$ cat src/rtl/mem_pkg.sv
// Shared types and default sizing for the memory slave.
package mem_pkg;

  localparam int unsigned DefWidth     = 8;
  localparam int unsigned DefAddrWidth = 4;

  // Handshake FSM states.
  typedef enum logic [1:0] {
    StIdle,
    StBusy,
    StAck
  } state_e;

endpackage

$ cat src/rtl/mem_array.sv
// Word storage: one write port, one registered read port, asynchronous clear.
module mem_array import mem_pkg::*; #(
  parameter int unsigned WIDTH      = DefWidth,
  parameter int unsigned ADDR_WIDTH = DefAddrWidth
) (
  input  logic                  clk,
  input  logic                  res,
  input  logic                  we,
  input  logic [ADDR_WIDTH-1:0] waddr,
  input  logic [WIDTH-1:0]      wdata,
  input  logic                  re,
  input  logic [ADDR_WIDTH-1:0] raddr,
  output logic [WIDTH-1:0]      rdata
);

  localparam int unsigned DEPTH = 2 ** ADDR_WIDTH;

  logic [WIDTH-1:0] mem_q [DEPTH];
  logic [WIDTH-1:0] rdata_q;

  // Write port; reset wipes every word.
  always_ff @(posedge clk or negedge res) begin
    if (!res) begin
      for (int i = 0; i < DEPTH; i++) begin
        mem_q[i] <= '0;
      end
    end else if (we) begin
      mem_q[waddr] <= wdata;
    end
  end

  // Registered read port; holds its value until the next read.
  always_ff @(posedge clk or negedge res) begin
    if (!res) begin
      rdata_q <= '0;
    end else if (re) begin
      rdata_q <= mem_q[raddr];
    end
  end

  assign rdata = rdata_q;

endmodule

$ cat src/rtl/mem_slave.sv
// Valid/ready memory slave with a fixed number of wait states per transfer.
module mem_slave import mem_pkg::*; #(
  parameter int unsigned WIDTH       = DefWidth,
  parameter int unsigned ADDR_WIDTH  = DefAddrWidth,
  parameter int unsigned WAIT_CYCLES = 2
) (
  input  logic                  clk,
  input  logic                  res,
  input  logic                  valid,
  input  logic                  wr_rd,
  input  logic [ADDR_WIDTH-1:0] addr,
  input  logic [WIDTH-1:0]      wdata,
  output logic                  ready,
  output logic [WIDTH-1:0]      rdata,
  output logic                  busy,
  output logic                  prot_err
);

  localparam logic [3:0] WaitCnt = 4'(WAIT_CYCLES);

  state_e                  state_q;
  logic [3:0]              cnt_q;
  logic                    wr_q;
  logic [ADDR_WIDTH-1:0]   addr_q;
  logic [WIDTH-1:0]        wdata_q;
  logic                    ready_q;
  logic                    prot_err_q;
  logic                    commit;

  // Memory access happens on the same edge that enters ACK.
  assign commit = (state_q == StBusy) && (cnt_q == 4'd0);

  mem_array #(
    .WIDTH      (WIDTH),
    .ADDR_WIDTH (ADDR_WIDTH)
  ) u_mem_array (
    .clk   (clk),
    .res   (res),
    .we    (commit & wr_q),
    .waddr (addr_q),
    .wdata (wdata_q),
    .re    (commit & ~wr_q),
    .raddr (addr_q),
    .rdata (rdata)
  );

  // Handshake FSM: latch command, count wait states, pulse ready for one cycle.
  always_ff @(posedge clk or negedge res) begin
    if (!res) begin
      state_q    <= StIdle;
      cnt_q      <= 4'd0;
      wr_q       <= 1'b0;
      addr_q     <= '0;
      wdata_q    <= '0;
      ready_q    <= 1'b0;
      prot_err_q <= 1'b0;
    end else begin
      ready_q    <= 1'b0;
      prot_err_q <= 1'b0;
      unique case (state_q)
        StIdle: begin
          if (valid) begin
            wr_q    <= wr_rd;
            addr_q  <= addr;
            wdata_q <= wdata;
            cnt_q   <= WaitCnt;
            state_q <= StBusy;
          end
        end
        StBusy: begin
          // Master dropped valid before seeing ready; flag it but finish the transfer.
          if (!valid) begin
            prot_err_q <= 1'b1;
          end
          if (cnt_q != 4'd0) begin
            cnt_q <= cnt_q - 4'd1;
          end else begin
            state_q <= StAck;
            ready_q <= 1'b1;
          end
        end
        // ACK never accepts, which enforces a dead cycle between transfers.
        StAck: begin
          state_q <= StIdle;
        end
        default: begin
          state_q <= StIdle;
        end
      endcase
    end
  end

  assign ready    = ready_q;
  assign prot_err = prot_err_q;
  assign busy     = (state_q != StIdle);

endmodule

$ cat config.mk
export PLATFORM = sky130hd
export DESIGN_NAME = mem_slave
export DESIGN_NICKNAME = d
export VERILOG_FILES = /design/src/rtl/mem_pkg.sv /design/src/rtl/mem_array.sv /design/src/rtl/mem_slave.sv
export SDC_FILE = /design/constraint.sdc
export NUM_CORES = 1
export LEC_CHECK = 0
export ABC_AREA = 1
export CAP_MARGIN = 20
export CORE_MARGIN = 3
export CORE_UTILIZATION = 50
export DETAILED_ROUTE_END_ITERATION = 8
export PLACE_DENSITY = 0.72
export RECOVER_POWER = 100
export SLEW_MARGIN = 15
export SYNTH_ARGS = -nofsm -noshare
export SYNTH_HDL_FRONTEND = slang
export SYNTH_SLANG_ARGS = --single-unit
$ cat constraint.sdc
create_clock -name clk -period 1.7 [get_ports clk]
set_input_delay 0.255 -clock clk [delete_from_list [all_inputs] [get_ports clk]]
set_output_delay 0.255 -clock clk [all_outputs]
set_load 0.05 [all_outputs]
==> results of run 1 <==
[synthesized netlist by cell type, types with 4 or more instances]
cell type / number
buf_2: 14
o21ai_0: 17
nand2_2: 12
buf_6: 14
nand3_4: 5
inv_1: 32
o21ai_2: 16
nand3_1: 19
dfrtp_1: 157
clkbuf_1: 16
o21ai_1: 108
nor2_1: 22
or2_2: 8
nand2_1: 458
nor2_8: 4
[placed cells by master (no fill, tap or decap), types with 8 or more instances in the layout]
master             n
o21ai_1          105
o21ai_2           18
inv_1             28
clkbuf_16         18
or2_2              8
nand2_2            8
clkdlybuf4s50_1   14
dfrtp_1          155
o21ai_0           17
buf_4             55
nor2_1            20
nand2_1          445
nand3_1           19
nand2_4           16
nand3_4            9
[layer usage]
metal  vias to the layer above  GRT usage [%]
li1                       3038              -
met1                      2909           32.8
met2                       211           35.9
met3                        29           6.08
met4                         0           5.06
met5                         -              0
[area by class of cell]
| cell class | instances | area (µm²) | area share [%] |
|---|---|---|---|
| clock buffers | 23 | 478 | 5.27 |
| clock inverters | 7 | 138 | 1.52 |
| inverters | 35 | 149 | 1.64 |
| multi-input cells | 687 | 3350 | 36.9 |
| flip-flops and latches | 157 | 3930 | 43.4 |
| well taps | 180 | 225 | 2.48 |
| repair buffers | 84 | 790 | 8.71 |
| repair inverters | 1 | 7.51 | 0.0828 |
[what timing repair did]
action / 4_1_cts / 5_1_grt
hold buffers: 1 / 0
resized for setup: 1 / 55
endpoints found under the hold margin: 42 / 0
pin swaps: 0 / 10
cloned: 0 / 9
setup endpoints to repair: 5 / 124
buffers inserted: 0 / 10
[flip-flops by register name (all words and copies together), names as in the netlist]
| name | cells |
|---|---|
| ready | 1 |
| wdata_q | 8 |
| state_q | 2 |
| u_mem_array.rdata | 8 |
| u_mem_array.mem_q | 128 |
| cnt_q | 4 |
| prot_err | 1 |
| wr_q | 1 |
| addr_q | 4 |
[critical path, cell delays in order (launching register included)]
cell and delay (ns):
dfrtp_1 0.38, inv_2 0.08, ha_4 0.14, nand3_4 0.11, nor2_8 0.16, nand2_8 0.12
nor2_8 0.25, nand2_4 0.18, nand2_1 0.12, o21ai_1 0.07
[kinds of logic after synthesis]
family | Yosys count | share of synthesized area (%)
AND/OR/NAND/NOR | 535 | 30.3
flip-flops | 157 | 52.8
AO/OA/AOI/OAI | 143 | 10.4
buffers and inverters | 83 | 6.07
adder cells (fa/ha/maj) | 2 | 0.336
[per-stage QoR]
step	worst slack [ns]	instances	total power, mW
2_1_floorplan	0.0727	920	8.09
3_3_place_gp	0.0224	1124	9.96
3_5_place_dp	0.00805	1124	10.0
4_1_cts	-0.0214	1155	14.0
5_1_grt	-0.141	1174	15.4
6_report	-0.0432	1174	14.5
[power by group]
group	leakage, nW	switching, mW	internal [mW]
sequential	2.13	0.469	4.53
combinational	2.09	3.79	1.77
clock	0.299	1.44	2.55
[worst max-delay path by stage]
| stage | from | end | depth (start not counted) |
|---|---|---|---|
| 3_5_place_dp | cnt_q[0]$_DFFE_PN0P_ | u_mem_array.mem_q[15]$_DFFE_PN0P_ | 9 |
| 6_report | cnt_q[1]$_DFFE_PN0P_ | u_mem_array.mem_q[3]$_DFFE_PN0P_ | 9 |
| 2_1_floorplan | cnt_q[0]$_DFFE_PN0P_ | u_mem_array.mem_q[53]$_DFFE_PN0P_ | 10 |
| 5_1_grt | cnt_q[1]$_DFFE_PN0P_ | u_mem_array.mem_q[3]$_DFFE_PN0P_ | 9 |
| 3_3_place_gp | cnt_q[0]$_DFFE_PN0P_ | u_mem_array.mem_q[30]$_DFFE_PN0P_ | 9 |
| 4_1_cts | cnt_q[0]$_DFFE_PN0P_ | u_mem_array.mem_q[15]$_DFFE_PN0P_ | 9 |
==> results.md, run 1 <==
| Quantity | This run |
|:---|:---|
| Clk buf depth | 2 |
| Total nets after synthesis | 938 |
| Post-detailed-route DRC marker count | 0 |
| Unrepaired setup endpoints after global routing | yes |
| DRT Pass-1 Iters | 6 |
| Slack of the critical path | -0.0432 ns |
| Maximum vdd ir drop | 1370 µV |
| Number of global-route vias before repair | 5,724 |
| Pins over their slew limit | 0 |
| Number of vias after detailed routing | 6,187 |
| Share of async-settable or async-resettable flops after synthesis | 100% |
| Post-Route Utilization | 63.8% |
| End point of the worst hold path | wr_q$_DFFE_PN0P_ |
| Critical path capture point type | flip-flop |
| Worst Hold Depth | 3 |
| Reported leakage power | 4.53 nW |
| Area delta synth->final | 21.9% |
| Primary FF master, synth | dfrtp_1 |
| Die Span Y | 128 µm |
| Initial core utilization | 52.4% |
| Number of hold-slack violations in the final timing report | 0 |
| Met1 wire length | 8580 µm |
| Detail Placement HPWL | 11,600 µm |
| Slew at the pin closest to its max-slew limit | 1.31 ns |
| Largest net degree at the start of global routing | 49 |
| Cell depth of the worst flop-to-flop path | 9 |
| Clock tree from TritonCTS | yes |
| Routed length on met2 | 8930 µm |
| Path class of the lowest-slack min-delay path | in -> reg |
| Number of buffers inserted by port buffering | 26 |
| Synth area leaders | dfrtp_1 53%, nand2_1 23%, o21ai_1 7.3%, buf_6 2.1%, o21ai_2 1.9% |
| Ratio of final minimum period to clock period | 103% |
| Amount of wire on met3 after detailed routing | 1240 µm |
| Number of distinct library cells after synthesis | 28 |
| Final worst clock skew | 0.00862 ns |
| Average wire per cell in the routed design | 16.3 µm |
| Diode count | 0 |
| Placement Cell Area | 8020 µm² |
| Standard-cell rows | 43 |
| Layout cell share with drive strength beyond 1 | 18.2% |
| Root buffer cell | clkbuf_16 |
| Number of nets at the end of the flow | 1,001 |
| Reg-to-Reg Start | cnt_q[1]$_DFFE_PN0P_ |
| Critical Path AT | 2.04 ns |
| Die area | 16,400 µm² |
| Slew margin rel. | 12.8% |
| Synthesis Warnings | 0 |
| Vias per inst | 5.27 |
| Min Clock Period, post-route | 1.74 ns |
| Total congestion overflow | 0 |
| CTS H-Tree Depth | 4 |
| Max Used Layer | met4 |
| Number of buffers inserted during clock tree synthesis | 17 |
| Number of synthesized register bits | 157 |
| Cell area after synthesis | 7440 µm² |
| Total global routing track utilization | 23.1% |
| Number of antenna violations at the first check in global routing | 0 |
| Worst-case hold slack | 0.373 ns |
| Critical Path Source Type | flip-flop |
| Power density over the cells | 1600 nW/µm² |
| Clock latency of the later-clocked register in the worst-skew pair | 0.43 ns |
| Outcome | finished, violations left |
| Critical-path maximum fanout | 16 |
| Design Area, Final | 9070 µm² |
| Maximum operating frequency | 574 MHz |
| Hold Crit Start | wr_rd |
| Total length of routed wires | 19,100 µm |
| Count of antenna-violating nets left after detailed routing | 0 |
| Biggest area consumer among synthesized cells | dfrtp_1 |
| Avg Cell Area, Syn | 8.08 µm² |
| Worst R2R End | u_mem_array.mem_q[3]$_DFFE_PN0P_ |
| Kind of critical path | reg -> reg |
| Routability congestion estimate from global placement | 0.858 |
| Number of sinks handled by clock tree synthesis | 157 |
| Final setup violation count | 15 |
| IO Pins | 27 |
| Worst path required time | 2.00 ns |
| Fill cell instance count of the final layout | 1,176 |
| Count of maximum capacitance violations | 0 |
| Synth top area share | 52.8% |
| Count of routing violations after the opening detailed-route iteration | 677 |
| Failing checks | setup timing |
| Global-route wire length before repair | 29,500 µm |
| Core Footprint | 14,200 µm² |
| Worst reg2reg setup slack | -0.04 ns |
| Clock-pin slew on the worst setup and hold paths | 0.06 ns |
| DIE WIDTH | 128 µm |
| Sum Neg Setup Slack | -0.286 ns |
| Post-Syn Instances | 920 |
| Sequential area share after synthesis | 52.8% |
| Number of enable flip-flop cells after synthesis | 0 |
No activity file was read; power rests on OpenSTA's default activity.
==> run 2: changes to the inputs <==
- CTS_CLUSTER_SIZE: unset -> 14
- PLACE_DENSITY: 0.72 -> 0.69
- clock period: 1.7 -> 2 ns (I/O delays scaled with it)
==> results.md, run 2 (synthesis gave the netlist of run 1 again) <==
| Quantity | This run | Delta |
|:---|:---|:---|
| Power density over the cells | 1350 nW/µm² | -16% |
| Slew at the pin closest to its max-slew limit | 0.988 ns | -0.321 ns |
| DIE WIDTH | 128 µm | unchanged |
| Commonest non-fill, non-tap cell in the layout | nand2_1 |  |
| Routability congestion estimate from global placement | 0.868 | +1.1% |
| Layout cell share with drive strength beyond 1 | 9.98% | -8.2 points |
| Outcome | finished clean |  |
| Detail Placement HPWL | 11,800 µm | +1.1% |
| Die Span Y | 128 µm | unchanged |
| Routed length on met2 | 7920 µm | -11% |
| Root buffer cell | clkbuf_16 |  |
| Worst R2R End | u_mem_array.rdata[6]$_DFFE_PN0P_ |  |
| Cell depth of the worst flop-to-flop path | 10 | +1 |
| Count of maximum capacitance violations | 0 | unchanged |
| Maximum operating frequency | 521 MHz |  |
| Amount of wire on met3 after detailed routing | 963 µm | -22% |
| Total congestion overflow | 0 | unchanged |
| Ordered list of cells on the worst path | dlygate4sd3_1 |  |
| Standard-cell rows | 43 | unchanged |
| Library cell contributing the largest single delay on the critical path | dlygate4sd3_1 |  |
| Core Footprint | 14,200 µm² | unchanged |
| Number of buffers inserted by port buffering | 26 | unchanged |
| CTS H-Tree Depth | 4 | unchanged |
| Worst Setup Slack post-DPL | 0.194 ns | +0.186 ns |
| Die area | 16,400 µm² | unchanged |
| Worst path required time | 1.70 ns | -0.30 ns |
| Maximum cell stage delay along the critical path | 0.87 ns | +0.49 ns |
| Clk buf depth | 2 | unchanged |
| End point of the worst hold path | wr_q$_DFFE_PN0P_ |  |
| Critical Path Source Type | flip-flop |  |
| Largest delay share family, worst path | buffers and inverters |  |
| Post-Route Utilization | 58.8% | -5.0 points |
| Number of antenna violations at the first check in global routing | 0 | unchanged |
| Flip-flop count of the largest register, all copies and words added | 128 | unchanged |
| Unrepaired setup endpoints after global routing | no |  |
| Worst reg2reg setup slack | 0.17 ns | +0.21 ns |
| Post-detailed-route DRC marker count | 0 | unchanged |
| Vias per inst | 5.18 | -1.8% |
| Commonest non-fill, non-tap cells in the layout | 458 x nand2_1, 156 x dfrtp_1, 134 x o21ai_0 |  |
| Critical path origin | u_mem_array.rdata[2]$_DFFE_PN0P_ |  |
| Maximum vdd ir drop | 988 µV | -28% |
| Count of antenna-violating nets left after detailed routing | 0 | unchanged |
| Initial core utilization | 52.4% | unchanged |
| DRT Pass-1 Iters | 5 | -1 |
| Diode count | 0 | unchanged |
| Slew margin rel. | 34.1% | +21 points |
| Critical Path AT | 1.62 ns | -0.42 ns |
| Clock-pin slew on the worst setup and hold paths | 0.06 ns | about the same |
| Final setup violation count | 0 | -15 |
| Average wire per cell in the routed design | 15.5 µm | -4.7% |
| Clock tree from TritonCTS | yes |  |
| Number of nets at the end of the flow | 967 | -3.4% |
| Kind of critical path | reg -> out |  |
| Number of buffers inserted during clock tree synthesis | 17 | unchanged |
| Buf+Inv Stages, Crit Path | 1 | unchanged |
| Setup fix buffers added after clock tree synthesis | 0 | unchanged |
| Number of vias after detailed routing | 5,913 | -4.4% |
| Largest net degree at the start of global routing | 63 | +29% |
| Slack of the critical path | 0.0823 ns | +0.125 ns |
| Global-route wire length before repair | 29,500 µm | about the same |
| Sum Neg Setup Slack | 0 ns | +0.286 ns |
| Min Clock Period, post-route | 1.92 ns |  |
| Path class of the lowest-slack min-delay path | in -> reg |  |
| Hold Crit Start | wr_rd |  |
| Reported leakage power | 4.19 nW | -7.3% |
| Total length of routed wires | 17,700 µm | -7.3% |
| Reg-to-Reg Start | addr_q[0]$_DFFE_PN0P_ |  |
| Critical path capture point type | output port |  |
| Number of sinks handled by clock tree synthesis | 157 | unchanged |
| Clock latency of the later-clocked register in the worst-skew pair | 0.43 ns | about the same |
| Number of hold-slack violations in the final timing report | 0 | unchanged |
| Largest register by flop count | u_mem_array.mem_q |  |
| IO Pins | 27 | unchanged |
| Worst Hold Depth | 3 | unchanged |
| Pins over their slew limit | 0 | unchanged |
| Met1 wire length | 8540 µm | -0.37% |
| Count of routing violations after the opening detailed-route iteration | 488 | -28% |
| Critical-path maximum fanout | 2 | -14 |
| Number of global-route vias before repair | 5,581 | -2.5% |
| Area delta synth->final | 12.4% |  |
| Ratio of final minimum period to clock period | 95.9% |  |
| Final worst clock skew | 0.00932 ns | +0.000697 ns |
| Max Used Layer | met4 |  |
| Total global routing track utilization | 23.2% | +0.099 points |
-- run 2: cell count changes in the layout (fill, tap and decap cells not counted), sizes merged --
cell	before	now
buf	67	26
dlygate4sd3	1	7
clkbuf	25	30
clkdlybuf4s50	14	18
nand3	28	24
bufinv	4	1
inv	32	35
nand2	474	471
dlygate4sd2	0	1
-- run 2: repair_timing --
action / in CTS / in global routing
hold buffers: 1 / 0
endpoints found under the setup margin: 1 / 0
endpoints found under the hold margin: 34 / 0
gates resized for setup: 1 / 0
-- run 2: report_power, final --
part           switching, mW  internal, mW  leakage [nW]
Sequential             0.380          3.85          2.14
Combinational           2.76          1.13          1.79
Clock                   1.29          1.85         0.269
-- run 2: metrics by stage --
stage / hold slack [ns] / cell area (µm²) / power, mW / cells
3_5_place_dp: 0.232 / 7870 / 8.37 / 1109
2_1_floorplan: 0.00441 / 7440 / 6.88 / 920
5_1_grt: 0.421 / 8360 / 11.9 / 1142
4_1_cts: 0.355 / 8450 / 11.5 / 1142
6_report: 0.402 / 8360 / 11.3 / 1142
3_3_place_gp: 0.236 / 7870 / 8.31 / 1109
-- run 2: worst max-delay path by stage --
stage          depth (start not counted)                                end  slack (ns)
6_report                               1                           rdata[2]        0.08
5_1_grt                                3              addr_q[0]$_DFFE_PN0P_        0.03
4_1_cts                                1                           rdata[0]        0.08
3_5_place_dp                           9  u_mem_array.mem_q[50]$_DFFE_PN0P_        0.19
3_3_place_gp                           9  u_mem_array.mem_q[54]$_DFFE_PN0P_        0.24
2_1_floorplan                         10  u_mem_array.mem_q[53]$_DFFE_PN0P_        0.37
-- run 2: layer usage --
layer / vias up / GRT usage [%]
met1: 2792 / 33.8
met2: 159 / 35.0
met5: - / 0
li1: 2946 / -
met3: 16 / 4.88
met4: 0 / 6.93
-- run 2: layout make-up --
| cell class | count | area, µm² |
|---|---|---|
| Fill cell | 1350 | 5850 |
| Tap cell | 180 | 225 |
| Clock inverter | 8 | 82.6 |
| Clock buffer | 24 | 492 |
| Inverter | 35 | 141 |
| Multi-Input combinational cell | 680 | 2990 |
| Timing Repair Buffer | 58 | 498 |
| Sequential cell | 157 | 3930 |
